**config.mk**
```make
export PLATFORM = sky130hd
export DESIGN_NAME = regfile_dump_ctrl
export DESIGN_NICKNAME = d
export VERILOG_FILES = /design/src/rtl/regfile_dump_ctrl_pkg.sv /design/src/rtl/regfile_dump_ctrl.sv
export SDC_FILE = /design/constraint.sdc
export NUM_CORES = 1
export LEC_CHECK = 0
export CORE_MARGIN = 4
export CORE_UTILIZATION = 50
export DETAILED_ROUTE_END_ITERATION = 12
export MAX_ROUTING_LAYER = met4
export PLACE_DENSITY_LB_ADDON = 0.08
export SLEW_MARGIN = 5
export SYNTH_ARGS = -nofsm -noshare
export SYNTH_HDL_FRONTEND = slang
export SYNTH_SLANG_ARGS = --single-unit
```
**constraint.sdc**
```tcl
create_clock -name clk -period 5 [get_ports clk]
set_input_delay 0.5 -clock clk [delete_from_list [all_inputs] [get_ports clk]]
set_output_delay 0.5 -clock clk [all_outputs]
set_load 0.005 [all_outputs]
```
**src/rtl/regfile_dump_ctrl_pkg.sv**
```systemverilog
// Shared types and constants for the register-file dump controller.
package regfile_dump_ctrl_pkg;

    typedef enum logic [2:0] {
        ST_RUN,
        ST_HDR,
        ST_SEL,
        ST_SEND,
        ST_DONE
    } dump_state_e;

    // One header word followed by r0..r31.
    localparam int DUMP_WORDS = 33;

    // Index carried by the header word.
    localparam logic [5:0] HDR_IDX = 6'd0;

    // Index carried by the r31 word, which is the last word of a dump.
    localparam logic [5:0] LAST_IDX = 6'(DUMP_WORDS - 1);

endpackage

```
**src/rtl/regfile_dump_ctrl.sv**
```systemverilog
// Register-file dump controller: freezes the CPU on halt PC, manual start or
// cycle timeout, then streams a PC header and r0..r31 over valid/ready.
module regfile_dump_ctrl
    import regfile_dump_ctrl_pkg::*;
#(
    parameter logic [31:0] HALT_PC    = 32'h0000_0080,
    parameter int          MAX_CYCLES = 1000,
    parameter int          CNT_W      = 16
) (
    input  logic        clk,
    input  logic        rstn,
    input  logic [31:0] pc,
    input  logic        start,
    input  logic        rearm,
    output logic [4:0]  reg_sel,
    input  logic [31:0] reg_data,
    output logic        cpu_freeze,
    output logic [31:0] dump_data,
    output logic [5:0]  dump_idx,
    output logic        dump_valid,
    input  logic        dump_ready,
    output logic        dump_last,
    output logic        done,
    output logic        timed_out
);

    // A limit the counter cannot represent disables the timeout entirely;
    // the counter saturates instead of wrapping, so it can never match.
    localparam bit TIMEOUT_EN = (MAX_CYCLES >= 1) &&
                                (64'(MAX_CYCLES) <= ((64'd1 << CNT_W) - 64'd1));
    localparam logic [CNT_W-1:0] TIMEOUT_CNT = CNT_W'(TIMEOUT_EN ? MAX_CYCLES - 1 : 0);

    dump_state_e      state_q;
    dump_state_e      state_d;
    logic [CNT_W-1:0] cycle_cnt;
    logic [CNT_W-1:0] cycle_cnt_d;

    logic [4:0]  reg_sel_d;
    logic        cpu_freeze_d;
    logic [31:0] dump_data_d;
    logic [5:0]  dump_idx_d;
    logic        dump_valid_d;
    logic        dump_last_d;
    logic        done_d;
    logic        timed_out_d;

    logic        pc_hit;
    logic        timeout_hit;
    logic        handshake;
    logic [5:0]  next_word_idx;

    assign pc_hit        = (pc == HALT_PC);
    assign timeout_hit   = TIMEOUT_EN && (cycle_cnt == TIMEOUT_CNT);
    assign handshake     = dump_valid && dump_ready;
    assign next_word_idx = {1'b0, reg_sel} + 6'd1;

    // State, counter and every registered output update together here.
    always_ff @(posedge clk or negedge rstn) begin
        if (!rstn) begin
            state_q    <= ST_RUN;
            cycle_cnt  <= '0;
            reg_sel    <= '0;
            cpu_freeze <= 1'b0;
            dump_data  <= '0;
            dump_idx   <= '0;
            dump_valid <= 1'b0;
            dump_last  <= 1'b0;
            done       <= 1'b0;
            timed_out  <= 1'b0;
        end else begin
            state_q    <= state_d;
            cycle_cnt  <= cycle_cnt_d;
            reg_sel    <= reg_sel_d;
            cpu_freeze <= cpu_freeze_d;
            dump_data  <= dump_data_d;
            dump_idx   <= dump_idx_d;
            dump_valid <= dump_valid_d;
            dump_last  <= dump_last_d;
            done       <= done_d;
            timed_out  <= timed_out_d;
        end
    end

    // Next-state and next-output decode; everything holds unless a state acts.
    always_comb begin
        state_d      = state_q;
        cycle_cnt_d  = cycle_cnt;
        reg_sel_d    = reg_sel;
        cpu_freeze_d = cpu_freeze;
        dump_data_d  = dump_data;
        dump_idx_d   = dump_idx;
        dump_valid_d = dump_valid;
        dump_last_d  = dump_last;
        done_d       = done;
        timed_out_d  = timed_out;

        case (state_q)
            ST_RUN: begin
                if (cycle_cnt != '1) begin
                    cycle_cnt_d = cycle_cnt + CNT_W'(1);
                end
                if (pc_hit || start || timeout_hit) begin
                    cpu_freeze_d = 1'b1;
                    dump_data_d  = pc;
                    dump_idx_d   = HDR_IDX;
                    dump_valid_d = 1'b1;
                    dump_last_d  = 1'b0;
                    timed_out_d  = !pc_hit && !start;
                    state_d      = ST_HDR;
                end
            end
            ST_HDR: begin
                if (handshake) begin
                    dump_valid_d = 1'b0;
                    reg_sel_d    = '0;
                    state_d      = ST_SEL;
                end
            end
            ST_SEL: begin
                dump_data_d  = (reg_sel == 5'd0) ? 32'd0 : reg_data;
                dump_idx_d   = next_word_idx;
                dump_last_d  = (next_word_idx == LAST_IDX);
                dump_valid_d = 1'b1;
                state_d      = ST_SEND;
            end
            ST_SEND: begin
                if (handshake) begin
                    dump_valid_d = 1'b0;
                    if (dump_last) begin
                        dump_last_d = 1'b0;
                        done_d      = 1'b1;
                        state_d     = ST_DONE;
                    end else begin
                        reg_sel_d = reg_sel + 5'd1;
                        state_d   = ST_SEL;
                    end
                end
            end
            ST_DONE: begin
                if (rearm) begin
                    done_d       = 1'b0;
                    timed_out_d  = 1'b0;
                    cpu_freeze_d = 1'b0;
                    cycle_cnt_d  = '0;
                    state_d      = ST_RUN;
                end
            end
            default: begin
                state_d = ST_RUN;
            end
        endcase
    end

endmodule

```
Word-level counts from Yosys, hierarchy flattened

Cells that the tools add are included.

Flip-flop bits (word level): 67
Logic and storage cells: 82
Bits of input ports: 69
Output and inout bits: 48

Add/sub/neg operators: 3
Mux-type cells: 30
Equality and inequality tests: 16
Reduce and logical (&&, ||, !) cells: 23

Operators by type and width:

| operator              | number |
|---|---|
| $mux 32               | 2 |
| $pmux 32 s2           | 1 |
| $eq 32x8->1 const B   | 1 |
| $mux 16               | 2 |
| $pmux 16 s2           | 1 |
| $add 16x1->16 const B | 1 |
| $eq 16x10->1 const B  | 1 |
| $ne 16x16->1 const B  | 1 |
| $mux 3                | 5 |
| $mux 5                | 3 |
| $pmux 3 s5            | 1 |
| $ne 2x2->1 const B    | 7 |
| $pmux 6 s2            | 1 |
| $reduce_and 3->1      | 4 |
| $reduce_and 4->1      | 3 |
| $pmux 5 s2            | 1 |
| $reduce_bool 2->1     | 4 |
| $mux 1                | 7 |
| $add 5x1->6 const B   | 1 |
| $eq 3x2->1 const B    | 2 |
| $eq 6x6->1 const B    | 1 |
| $mux 6                | 1 |
| $pmux 1 s2            | 3 |
| $pmux 1 s3            | 2 |
| other kinds (12)      | 16 |

Longest topological paths before layout

Word-level depth: 5
Mapped depth: 8
Depth with buffers taken out: 6

Worst setup path before layout

No wires, ideal clock.

Path type: input port to flip-flop
Start: input pc[0]
End: register dump_data[21]
Arrival: 1.671 ns
Path buffers: 2
Stages on the path: 7
Required time: 4.878 ns
Setup slack: 3.207 ns
Library setup time: 0.122 ns
Path through: nor4_1 > nand4_1 > o211ai_2 > and2_1 > buf_4 > buf_6 > a21oi_2

Cells in the longest elaborated chain, start to end: 5

Ends and longest elaborated chain:

| what                           | RTL line                 | source |
|---|---|---|
| from (decl)                    | regfile_dump_ctrl.sv:12  | `input logic [31:0] pc,` |
| $eq 32x8->1                    | regfile_dump_ctrl.sv:52  | `assign pc_hit = (pc == HALT_PC);` |
| $logic_or 1x1->1 (2 in series) | regfile_dump_ctrl.sv:102 | `if (pc_hit \|\| start \|\| timeout_hit) begin` |
| $ne 2x2->1 (no line)           | n/a                      |  |
| $reduce_and 2->1 (no line)     | n/a                      |  |
| to (signal assigned)           | regfile_dump_ctrl.sv:75  | `dump_data <= dump_data_d;` |
| to (decl)                      | regfile_dump_ctrl.sv:18  | `output logic [31:0] dump_data,` |

Every way passes these cells.
A chain may end at the register's enable or synchronous reset.

Worst setup path after layout

Start: register state_q[2]
End: register dump_data[19]

Cells in the longest elaborated chain, start to end: 3
Elaborated cells on any way between the ends: 6
Classes of those cells: 2 x eq/ne; 1 x mux; 3 x reduce/logical

Ends and longest elaborated chain:

| what                                                      | RTL line                | source |
|---|---|---|
| from (decl)                                               | regfile_dump_ctrl.sv:33 | `dump_state_e state_q;` |
| from (signal assigned)                                    | regfile_dump_ctrl.sv:71 | `state_q <= state_d;` |
| $eq 3x2->1 or $logic_not 3->1 (tied branches)             | regfile_dump_ctrl.sv:97 | `case (state_q)` |
| $reduce_bool 2->1 (no line) or $ne 2x2->1 (tied branches) | n/a                     |  |
| $reduce_and 2->1 (no line)                                | n/a                     |  |

Parallel ways exist; a longest one is shown, timed or not.

==> impl_metrics.json <==
{
  "final-setup-viol-count": 0,
  "die_w_um": 92.69,
  "comb_power_share_pct": 40.3,
  "p_switching_uw": 785.5,
  "netlist.area_leader.share_pct": 46.76,
  "hp-class": "in -> async",
  "port_buffers": 116,
  "grt_max_degree": 68,
  "antenna_found_initial": 0,
  "die_y_um": 92.69,
  "syn_to_final_growth_pct": 39.15,
  "hpwl_um": 7122,
  "maxCapViolCount": 0,
  "synthAdderAreaFrac_pct": 1.396,
  "crit_fanout": 35,
  "p_int_uw": 1562,
  "die_area_um2": 8591,
  "synth_cell_types": 48,
  "cts_hold_buf": 0,
  "synth-edff-count": 0,
  "place_area_um2": 4762,
  "synth_top_family_by_area": "compound AO/OA/AOI/OAI gates",
  "io_pins": 117,
  "synth_xor_area_share_pct": 1.465,
  "start_util_pct": 52.20,
  "pwr_density_cell_nw_per_um2": 470.4,
  "syn-instance-count": 387,
  "finalMaxSlewViolations": 0,
  "layout_setup_ws_ns": 1.815,
  "synth_largest_area_cell": "dfrtp_1",
  "endpoint_kind": "flip-flop",
  "synthSimpleGateAreaFrac_pct": 22.30,
  "first_global_vias": 3158,
  "swShare_pct": 33.46,
  "p_leak_uw": 0.002027,
  "cts_setup_buffers": 0,
  "period_needed_ns": 3.185,
  "ys.flop_type": "dfrtp_1",
  "syn_nets": 460,
  "vias": 3395,
  "cts_tree": "built",
  "cts.sinks": 67,
  "core_region_area_um2": 6869,
  "status": "completed",
  "viasPerCell": 5.696,
  "final_core_util_pct": 72.64,
  "p_seq_share_pct": 38.3,
  "avgSynthCellArea_um2": 9.266,
  "synthTopCellsByCount": "98 x a21oi_1, 67 x dfrtp_1, 32 x nor2b_1",
  "routedWlPerCell_um": 16.86,
  "cts-root-buf": "clkbuf_8",
  "clk_pin_slew_ns": 0.07,
  "htree_levels": 3,
  "grt_pass1_wl_um": 16130,
  "critical_path_class": "reg -> reg",
  "place_worst_setup_slack_ns": 1.852,
  "drtIter0Drc": 200,
  "rsz0062_at_grt": "false",
  "cts_buffers": 9,
  "postLayoutCellArea_um2": 4990,
  "synth-compound-area-share_pct": 23.94,
  "fmax_mhz": 314.0,
  "track_usage_pct": 24.16,
  "cp_data_arrival_time_ns": 3.45,
  "syn_area_um2": 3586,
  "p_clk_share_pct": 21.5,
  "fin_tns_setup_ns": 0,
  "fin_skew_ns": 0.007817,
  "synth.area.top_cells": "dfrtp_1 47%, a21oi_1 14%, nor2b_1 5.6%",
  "ant_nets": 0,
  "maxSlewHeadroom_pct": 15.62,
  "drive_above_1_share_pct": 8.000,
  "drc": 0,
  "dr.pass1.iters": 5,
  "critPathRequiredTime_ns": 5.26,
  "clk_latency_ns": 0.33,
  "overflow": 0,
  "reg2reg_depth": 5,
  "antenna_cells": 0,
  "clockBufferDepth": 2,
  "critPathLaunchType": "flip-flop",
  "synthArstFlopShare_pct": 100.0,
  "ir_drop_v": 0.0003207,
  "gp_congestion": 0.8983,
  "hold_violations": 0,
  "ys_ff_latch": 67,
  "worst_slew_pin_slew_ns": 1.264,
  "synth_most_common_cell": "a21oi_1",
  "ys_warn_count": 0,
  "drt-total-wl_um": 10050,
  "yosys-mux-area-fraction_pct": 0,
  "rows": 30,
  "ys_seq_area_share_pct": 46.76,
  "nNetsFinal": 568,
  "cts_repair_resize_count": 0,
  "period_share_pct": 63.70
}
-- final timing paths --
check / slack, ns / to / from
worst min-delay path: 0.34 / dump_data[23] / rstn
max in group asynchronous: 4.10 / cycle_cnt[5] / rstn
worst min register to register: 0.48 / dump_idx[5] / dump_idx[5]
worst max-delay path: 1.81 / dump_data[19] / state_q[2]
min in group clk: 0.48 / dump_idx[5] / dump_idx[5]
worst max register to register: 1.81 / dump_data[19] / state_q[2]
-- state kept, by name (all words and copies together) (netlist names) --
register    flops
reg_sel         5
dump_idx        6
cycle_cnt      16
dump_data      32
cpu_freeze      1
dump_valid      1
dump_last       1
timed_out       1
state_q         3
done            1
-- power groups by stage --
stage	Clock, uW	Sequential, uW	Combinational [uW]
floorplan	0	871	460
global placement	0	898	930
detailed placement	0	903	946
CTS	517	894	953
global route	540	925	1050
finish	504	898	945
-- stage by stage --
step / std cells / hold WS [ns] / power (uW)
5_1_grt: 596 / 0.4023 / 2512
3_3_place_gp: 580 / 0.4616 / 1828
3_5_place_dp: 580 / 0.4658 / 1849
2_1_floorplan: 387 / 0.2044 / 1331
4_1_cts: 596 / 0.3707 / 2364
6_report: 596 / 0.3369 / 2347
-- cell families (layout without fill, tap and decap cells) --
kind of cell             count (synthesis)  in the layout
flip-flops                              67             67
AO/OA/AOI/OAI                          146            146
adder cells (fa/ha/maj)                  4              4
AND/OR/NAND/NOR                        136            136
XOR/XNOR                                 6              6
buffers and inverters                   28            141
-- area by class of cell --
type / count / area, um^2
clock buffers: 12 / 155.1
clock inverters: 4 / 72.57
fillers: 523 / 1879
inverters: 5 / 18.77
multi-input cells: 292 / 1760
flip-flops and latches: 67 / 1677
well taps: 96 / 120.1
repair buffers: 120 / 1186
-- layer usage --
metal	share of wire [%]	GRT usage [%]	routed length [um]
met5	0	-	0
met4	0.81	5.250	81
met3	8.5	6.011	853
met2	45	35.29	4553
met1	45	34.35	4559
-- worst max-delay path, cell delays in order (launching register included) --
cell and delay, ns:
dfrtp_1 0.55, nor2_4 0.68, nand2_1 0.33, nor2_2 1.06, a21oi_1 0.25, a21oi_1 0.20
-- cell usage in the layout, fill, tap and decap left out, types with 3 or more instances in the layout --
master           count
a21o_1               5
a21oi_1             98
a21oi_2             10
and2_1               6
and3_1               7
and4_1               3
buf_4                4
clkbuf_8            11
clkdlybuf4s50_1    115
dfrtp_1             67
ha_1                 4
inv_1                5
nand2_1             20
nand2b_1             4
nand3_1             14
nand4_1              6
nor2_1              13
nor2b_1             32
nor3_1               3
nor4_1               7
nor4b_1              3
o211ai_1             3
o21ai_0             11
o2bb2ai_1            3
o31ai_1              4
or3_1                4
or4_1                5
xor2_1               4
Power figures use the tool's default switching activity.
